<file path="config.mk">
export PLATFORM = sky130hd
export DESIGN_NAME = delta_mod_scheduler
export DESIGN_NICKNAME = d
export VERILOG_FILES = /design/src/rtl/delta_mod_scheduler.sv
export SDC_FILE = /design/constraint.sdc
export NUM_CORES = 1
export LEC_CHECK = 0
export BUFFER_PORTS_ARGS = -buffer_cell sky130_fd_sc_hd__buf_2
export CAP_MARGIN = 20
export CELL_PAD_IN_SITES_DETAIL_PLACEMENT = 1
export CELL_PAD_IN_SITES_GLOBAL_PLACEMENT = 1
export CORE_MARGIN = 2
export CORE_UTILIZATION = 30
export CTS_CLUSTER_DIAMETER = 50
export DETAILED_ROUTE_END_ITERATION = 8
export HOLD_SLACK_MARGIN = 0.05
export PLACE_DENSITY = 0.67
export SLEW_MARGIN = 40
export SYNTH_ARGS = -nofsm -noshare
export SYNTH_HDL_FRONTEND = slang
export SYNTH_SLANG_ARGS = --single-unit
</file>
<file path="constraint.sdc">
create_clock -name clk -period 4.8 [get_ports clk]
set_input_delay 0.96 -clock clk [delete_from_list [all_inputs] [get_ports clk]]
set_output_delay 0.96 -clock clk [all_outputs]
set_load 0.1 [all_outputs]
</file>
<file path="src/rtl/delta_mod_scheduler.sv">
// Delta-modulation spike scheduler: one shared compare path scanned across NCH
// channels, with per-channel prev state, force-load/readback and an event FIFO.
module delta_mod_scheduler #(
  parameter int NCH   = 4,
  parameter int DW    = 4,
  parameter int DEPTH = 4,
  localparam int CW   = (NCH > 1) ? $clog2(NCH) : 1,
  localparam int AW   = (DEPTH > 1) ? $clog2(DEPTH) : 1
) (
  input  logic              clk,
  input  logic              rst_n,
  input  logic              ena,
  input  logic              sample_valid,
  output logic              sample_ready,
  input  logic [NCH*DW-1:0] sample_data,
  input  logic [DW-1:0]     threshold,
  input  logic              off_spike,
  input  logic              force_valid,
  output logic              force_ready,
  input  logic [CW-1:0]     force_ch,
  input  logic [DW-1:0]     force_value,
  output logic              event_valid,
  input  logic              event_ready,
  output logic [CW-1:0]     event_ch,
  output logic [1:0]        event_spike,
  output logic              busy,
  input  logic [CW-1:0]     prev_sel,
  output logic [DW-1:0]     prev_rd
);

  typedef enum logic [0:0] {IDLE = 1'b0, SCAN = 1'b1} state_t;

  localparam logic [CW:0]   NCH_W    = (CW+1)'(NCH);
  localparam logic [CW-1:0] LAST_IDX = CW'(NCH - 1);
  localparam logic [AW:0]   DEPTH_W  = (AW+1)'(DEPTH);

  state_t          state_r, state_nxt_s;
  logic [CW-1:0]   idx_r, idx_nxt_s;
  logic [DW-1:0]   sample_r [NCH];
  logic [DW-1:0]   thr_r;
  logic            off_r;
  logic [DW-1:0]   prev_r [NCH];
  logic [CW-1:0]   fifo_ch_r [DEPTH];
  logic [1:0]      fifo_spk_r [DEPTH];
  logic [AW-1:0]   wr_ptr_r, rd_ptr_r;
  logic [AW:0]     count_r;

  logic [DW-1:0]   cur_d_s, cur_p_s;
  logic [DW:0]     up_diff_s, dn_diff_s;
  logic [1:0]      spike_s;
  logic            fifo_full_s, push_req_s, stall_s;
  logic            accept_s, force_wr_s, prev_wr_s, push_s, pop_s;

  // Compare the current channel's sample against its stored prev value
  always_comb begin
    cur_d_s    = sample_r[idx_r];
    cur_p_s    = prev_r[idx_r];
    up_diff_s  = {1'b0, cur_d_s} - {1'b0, cur_p_s};
    dn_diff_s  = {1'b0, cur_p_s} - {1'b0, cur_d_s};
    if ((cur_d_s > cur_p_s) && (up_diff_s >= {1'b0, thr_r})) begin
      spike_s = 2'b01;
    end else if ((cur_p_s > cur_d_s) && (dn_diff_s >= {1'b0, thr_r})) begin
      spike_s = 2'b10;
    end else begin
      spike_s = 2'b00;
    end
    fifo_full_s = (count_r == DEPTH_W);
    push_req_s  = (spike_s != 2'b00) && !off_r;
    stall_s     = push_req_s && fifo_full_s;
  end

  // Next-state and per-cycle control strobes; nothing moves while ena is low
  always_comb begin
    state_nxt_s = state_r;
    idx_nxt_s   = idx_r;
    accept_s    = 1'b0;
    force_wr_s  = 1'b0;
    prev_wr_s   = 1'b0;
    push_s      = 1'b0;
    if (ena) begin
      case (state_r)
        IDLE: begin
          if (force_valid) begin
            force_wr_s = ({1'b0, force_ch} < NCH_W);
          end else if (sample_valid) begin
            accept_s    = 1'b1;
            idx_nxt_s   = '0;
            state_nxt_s = SCAN;
          end else begin
            state_nxt_s = IDLE;
          end
        end
        SCAN: begin
          if (stall_s) begin
            state_nxt_s = SCAN;
          end else begin
            prev_wr_s = (spike_s != 2'b00);
            push_s    = push_req_s;
            if (idx_r == LAST_IDX) begin
              state_nxt_s = IDLE;
            end else begin
              idx_nxt_s = idx_r + 1'b1;
            end
          end
        end
        default: state_nxt_s = IDLE;
      endcase
    end else begin
      state_nxt_s = state_r;
    end
  end

  assign sample_ready = ena && (state_r == IDLE) && !force_valid;
  assign force_ready  = ena && (state_r == IDLE);
  assign busy         = (state_r != IDLE);
  assign event_valid  = ena && (count_r != '0);
  assign pop_s        = event_valid && event_ready;
  assign event_ch     = fifo_ch_r[rd_ptr_r];
  assign event_spike  = fifo_spk_r[rd_ptr_r];

  // Readback of one channel's prev value
  always_comb begin
    if ({1'b0, prev_sel} < NCH_W) begin
      prev_rd = prev_r[prev_sel];
    end else begin
      prev_rd = '0;
    end
  end

  // FSM, scan index and latched sample vector
  always_ff @(posedge clk or negedge rst_n) begin
    if (!rst_n) begin
      state_r <= IDLE;
      idx_r   <= '0;
      thr_r   <= '0;
      off_r   <= 1'b0;
      for (int k = 0; k < NCH; k++) sample_r[k] <= '0;
    end else begin
      state_r <= state_nxt_s;
      idx_r   <= idx_nxt_s;
      if (accept_s) begin
        thr_r <= threshold;
        off_r <= off_spike;
        for (int k = 0; k < NCH; k++) sample_r[k] <= sample_data[k*DW +: DW];
      end
    end
  end

  // Per-channel prev storage: force-load has priority over scan update
  always_ff @(posedge clk or negedge rst_n) begin
    if (!rst_n) begin
      for (int k = 0; k < NCH; k++) prev_r[k] <= '0;
    end else if (force_wr_s) begin
      prev_r[force_ch] <= force_value;
    end else if (prev_wr_s) begin
      prev_r[idx_r] <= cur_d_s;
    end
  end

  // Event FIFO; push is gated on occupancy at the start of the cycle
  always_ff @(posedge clk or negedge rst_n) begin
    if (!rst_n) begin
      wr_ptr_r <= '0;
      rd_ptr_r <= '0;
      count_r  <= '0;
      for (int k = 0; k < DEPTH; k++) begin
        fifo_ch_r[k]  <= '0;
        fifo_spk_r[k] <= 2'b00;
      end
    end else begin
      if (push_s) begin
        fifo_ch_r[wr_ptr_r]  <= idx_r;
        fifo_spk_r[wr_ptr_r] <= spike_s;
        wr_ptr_r             <= wr_ptr_r + 1'b1;
      end
      if (pop_s) begin
        rd_ptr_r <= rd_ptr_r + 1'b1;
      end
      case ({push_s, pop_s})
        2'b10:   count_r <= count_r + 1'b1;
        2'b01:   count_r <= count_r - 1'b1;
        default: count_r <= count_r;
      endcase
    end
  end

endmodule

</file>
=== Word-level counts from Yosys, hierarchy flattened ===
Cells that the tools add are included.

* Output and inout port bits: 12
* Input bits: 35
* Word-level logic and storage cells: 125
* Flip-flop bits (word level): 63

* Magnitude comparators: 12
* Reduce and logical (&&, ||, !) cells: 18
* Eq/ne operators: 8
* Bitwise logic cells: 6
* Multiplexer cells: 51
* $add $sub $neg: 7

{| class="wikitable"
|+ Operators by type and width
! cell !! number
|-
| $bwmux W16 || 2
|-
| $mux W16 || 2
|-
| $mux W4 || 8
|-
| $bmux W4 S2 || 3
|-
| $mux W2 || 11
|-
| $bwmux W8 || 2
|-
| $demux W4 S2 || 2
|-
| $ge A3 B3 Y1 const B || 5
|-
| $mux W1 || 15
|-
| $not A2 Y3 || 5
|-
| $logic_and A1 B1 Y1 || 11
|-
| $ge A5 B4 Y1 || 2
|-
| $sub A4 B4 Y5 || 2
|-
| $lt A3 B1 Y1 const B || 3
|-
| $bmux W2 S2 || 2
|-
| $gt A4 B4 Y1 || 2
|-
| $ne A2 B2 Y1 const B || 4
|-
| $add A2 B1 Y2 const B || 3
|-
| $pmux W3 S2 || 1
|-
| $reduce_bool A2 Y1 || 3
|-
| $reduce_and A5 Y1 || 1
|-
| $demux W2 S2 || 1
|-
| $eq A2 B2 Y1 const B || 2
|-
| $pmux W2 S2 || 1
|-
| other kinds (8) || 9
|}

=== Longest topological paths before layout ===
* Depth after elaboration: 17
* Gate-level depth with buffers: 20
* Mapped depth without buffers: 18

=== Worst setup path before layout ===
OpenSTA, ideal clock, no wires.

* Kind: input-to-reg
* Start: input ena
* End: register thr_r[2]
* Buffers on the path: 2
* Setup time: 0.133 ns
* Data required time: 4.667 ns
* Slack: -0.062 ns
* Arrival: 4.729 ns
* Cell stages on the path: 6
* Path through: nor2b_1 nor2b_1 and2_1 clkbuf_1 clkbuf_1 o21ai_0

* Cells in the longest elaborated chain, start to end: 1

{| class="wikitable"
|+ RTL lines
! item !! line !! source
|-
| from (decl) || 12 || <nowiki>input logic ena,</nowiki>
|-
| $mux W1 || 80 || <nowiki>if (ena) begin</nowiki>
|-
| to (signal assigned) || 142 || <nowiki>thr_r <= threshold;</nowiki>
|-
| to (decl) || 40 || <nowiki>logic [DW-1:0] thr_r;</nowiki>
|}

No other way between the ends.
A chain may end at the register's enable or synchronous reset.

=== Worst setup path after layout ===
* Start: register idx_r[0]
* End: register count_r[2]

* Cells in the longest elaborated chain, start to end: 17
* Elaborated cells on any way between the ends: 27
* Classes of those cells: 2 x add/sub; 4 x order compare; 2 x eq/ne; 12 x mux; 1 x bitwise; 6 x reduce/logical

{| class="wikitable"
|+ RTL lines
! item !! line !! source
|-
| from (decl) || 38 || <nowiki>logic [CW-1:0] idx_r, idx_nxt_s;</nowiki>
|-
| from (signal assigned) || 140 || <nowiki>idx_r <= idx_nxt_s;</nowiki>
|-
| $not A2 Y3 (implied by the code) (*) || 56, 57 ||
|-
| $bmux W4 S2, on equally long branches || 57, 56 ||
|-
| $mux W4, on equally long branches (2 in a row) || 57, 56 ||
|-
| $sub A4 B4 Y5 || 59 || <nowiki>dn_diff_s = {1'b0, cur_p_s} - {1'b0, cur_d_s};</nowiki>
|-
| $ge A5 B4 Y1 || 62 || <nowiki>end else if ((cur_p_s > cur_d_s) && (dn_diff_s >= {1'b0, thr_r})) begin</nowiki>
|-
| $logic_and A1 B1 Y1 || 62 ||
|-
| $mux W2 || 62 ||
|-
| $mux W2 (*) || 60 || <nowiki>if ((cur_d_s > cur_p_s) && (up_diff_s >= {1'b0, thr_r})) begin</nowiki>
|-
| $reduce_bool A2 Y1 (*) || 68 || <nowiki>push_req_s = (spike_s != 2'b00) && !off_r;</nowiki>
|-
| $logic_and A1 B1 Y1 (*) || 68 ||
|-
| $logic_and A1 B1 Y1 || 69 || <nowiki>stall_s = push_req_s && fifo_full_s;</nowiki>
|-
| $mux W1 (*) || 94 || <nowiki>if (stall_s) begin</nowiki>
|-
| $mux W1 (*) || 81 || <nowiki>case (state_r)</nowiki>
|-
| $mux W1 (*) || 80 ||
|-
| $eq A2 B1 Y1 / $eq A2 B2 Y1 (equally long branches) || 179 || <nowiki>case ({push_s, pop_s})</nowiki>
|-
| $pmux W3 S2 / $reduce_bool A2 Y1 (equally long branches) || n/a ||
|-
| to (signal assigned) || 180 || <nowiki>2'b10: count_r <= count_r + 1'b1;</nowiki>
|-
| to (signal assigned) || 181 || <nowiki>2'b01: count_r <= count_r - 1'b1;</nowiki>
|-
| to (signal assigned) || 182 || <nowiki>default: count_r <= count_r;</nowiki>
|-
| to (decl) || 46 || <nowiki>logic [AW:0] count_r;</nowiki>
|}

Every way passes the cells marked *; elsewhere a longest branch is shown, timed or not. The select of a mux whose other input is x is not followed.

==> flow_metrics.py <==
metrics = {
    "worst_setup_path": {
        "r2r_cells": 17,
        "startpoint_type": "flip-flop",
        "crit_required_ns": 5.06,
        "crit_type": "flip-flop to flip-flop",
        "cp-end-kind": "flip-flop",
        "critPathMaxFanout": 8,
        "crit_arrival_ns": 4.56,
    },
    "clock_network": {
        "cts_max_path_buffers": 2,
        "hold_buffers": 0,
        "postCtsSetupBuffers": 0,
        "cts_sinks": 63,
        "root_buffer": "clkbuf_16",
        "clk_pin_slew_ns": 0.06,
        "h-tree-depth": 3,
        "cts_tree": "yes",
        "cts_buffers": 9,
        "clock_latency_ns": 0.33,
        "postCtsResizedCells": 0,
    },
    "global_routing": {
        "grt_overflow": 0,
        "grt_use_total": 0.162,
        "grt_max_degree": 38,
        "grt_pass1_wl_mm": 16.4,
        "antenna_found_initial": 0,
        "first_global_vias": 3056,
    },
    "yosys": {
        "synth.most_common_cell": "nand2_1",
        "synth_edf_count": 0,
        "synth_nets": 408,
        "synth_seq_area_share": 0.423,
        "synth_ff_type": "dfrtp_1",
        "synth_top_cell_area_share": 0.423,
        "synthArstFlopShare": 1.00,
        "synthesis.area_um2": 3730,
        "synth_area_leaders": "dfrtp_1 42%, mux4_2 9.7%, ha_1 8.1%, nand2_1 7.8%, mux2_2 3.3%",
        "yosysWarnings": 0,
        "avgSynthCellArea_um2": 10.8,
        "netlist-cell-type-count": 48,
        "ys_top_cells_by_count": "77 x nand2_1, 63 x dfrtp_1, 24 x ha_1, 24 x inv_1, 16 x mux4_2",
        "ys_ff_latch": 63,
        "yosys.area.top_type": "dfrtp_1",
        "synthCells": 346,
    },
    "run": {
        "drv_cap": 0,
    },
    "floorplan": {
        "die_h_um": 115,
        "num_rows": 40,
        "dieWidth_um": 115,
        "core_um2": 12100,
        "dieArea_um2": 13300,
        "io_pins": 47,
        "initial_core_util": 0.309,
    },
    "route": {
        "drt_first_pass_iters": 4,
        "vias_per_cell": 4.93,
        "drtIter0Drc": 112,
        "wirelength_mm": 9.78,
        "route.vias.total": 2805,
        "route.detailed.drc": 0,
        "ant_nets": 0,
        "wl_per_cell_um": 17.2,
    },
    "hold_path": {
        "hold_path_depth": 2,
        "worst_hold_path_type": "flip-flop to flip-flop",
    },
    "cells_and_area": {
        "fillerInstances": 1367,
        "design_area_um2": 4480,
        "diodes": 0,
        "drive_above_1_share": 0.267,
        "syn_to_final_growth_pct": 20.1,
        "fin_nets": 458,
    },
    "timing": {
        "layout_min_cycle_time_ns": 4.30,
        "fmax_mhz": 233,
        "finalMaxSlewViolations": 0,
        "report.final.hold_viol_count": 0,
        "tns_ns": 0,
        "setup_violations": 0,
        "slew_headroom": 0.529,
        "rsz0062_at_grt": "false",
        "fin_skew_ns": 0.00865,
        "setup_slack_ns": 0.502,
        "finalCritPeriodShare": 0.895,
        "worst_pin_slew_ns": 0.706,
    },
    "place": {
        "gp_congestion": 0.864,
        "post-place-ws_ns": 0.467,
        "dp_hpwl_mm": 7.63,
        "port_buffers": 46,
        "placed_cell_area_um2": 4150,
    },
    "outcome": {
        "outcome": "finished, final reports clean",
    },
}
-- final cells by class --
cell class | instances | area (µm²) | share of cell area
multi-input cells | 246 | 2000 | 0.446
flip-flops and latches | 63 | 1580 | 0.352
repair buffers | 52 | 279 | 0.0623
clock buffers | 9 | 225 | 0.0503
well taps | 168 | 210 | 0.0470
clock inverters | 7 | 96.3 | 0.0215
inverters | 24 | 90.1 | 0.0201
-- routing by layer --
layer  vias to the layer above  share of wire  wire length [µm]  GRT usage
met4                         0          0.013               130     0.0522
li1                       1342              -                 -          -
met5                         -              0                 0          0
met3                        10          0.032               315     0.0366
met1                      1405           0.45              4450      0.209
met2                        48           0.50              4890      0.272
-- worst max-delay path, stage by stage (launching register included) --
cell and delay, ns:
dfrtp_1 0.43, buf_4 0.21, mux4_2 0.61, inv_1 0.18, ha_1 0.27, nor2b_1 0.15, o31a_1 0.27, a21oi_1 0.14
ha_1 0.26, a221oi_2 0.40, o32ai_4 0.17, nand2_2 0.12, ha_1 0.20, inv_1 0.06, fa_1 0.37, xor2_1 0.15
nor2_1 0.11, xor2_1 0.15
-- flip-flops by register name (all words and copies together) (netlist names) --
signal and flops:
sample_r 16, busy 1, fifo_ch_r 8, thr_r 4, off_r 1, count_r 3, wr_ptr_r 2, rd_ptr_r 2
idx_r 2, prev_r 16, fifo_spk_r 8
-- worst paths after layout --
kind / slack [ns] / endpoint / start
max in group asynchronous: 3.20 / prev_r[4] / rst_n
worst max-delay path: 0.50 / count_r[2] / idx_r[0]
worst max register to register: 0.50 / count_r[2] / idx_r[0]
worst min-delay path: 0.47 / sample_r[7] / sample_r[7]
min in group asynchronous: 0.65 / fifo_spk_r[6] / rst_n
worst min register to register: 0.47 / sample_r[7] / sample_r[7]
-- cell usage in the layout (no fill, tap or decap), types with 3 or more instances in the layout --
| cell | instances |
|---|---|
| a221o_1 | 8 |
| dfrtp_1 | 63 |
| and2_1 | 11 |
| clkinvlp_4 | 3 |
| nand2_1 | 77 |
| o221ai_1 | 4 |
| a21oi_1 | 10 |
| a31oi_1 | 4 |
| mux2_1 | 5 |
| buf_4 | 5 |
| inv_1 | 24 |
| o221a_2 | 4 |
| and4_1 | 4 |
| ha_1 | 24 |
| mux2_2 | 11 |
| nor3_1 | 3 |
| mux4_2 | 16 |
| buf_2 | 46 |
| clkbuf_16 | 9 |
| xnor2_1 | 3 |
| nor2_1 | 8 |
| o21ai_0 | 8 |
| nand3_1 | 5 |
| o31a_1 | 3 |
| xor2_1 | 5 |
| o21ai_1 | 3 |
| fa_1 | 3 |
| nor2b_1 | 4 |
-- kinds of logic after synthesis --
group / share of synthesized area
buf+inv: 0.0416
flops: 0.423
compound gates: 0.122
fa+ha+maj: 0.0967
simple gates: 0.150
xor+xnor: 0.0188
mux: 0.148
-- stage by stage --
stage | cells | hold slack, ns | utilization
after CTS | 569 | 0.479 | 0.371
after global placement | 552 | 0.461 | 0.343
after global routing | 569 | 0.515 | 0.371
final | 569 | 0.474 | 0.371
after floorplan | 346 | 0.440 | -
after detailed placement | 553 | 0.465 | 0.344
Power is left out: the tool's default activity adds up to more than one toggle a clock period on the data nets, which glitch-free logic cannot reach.
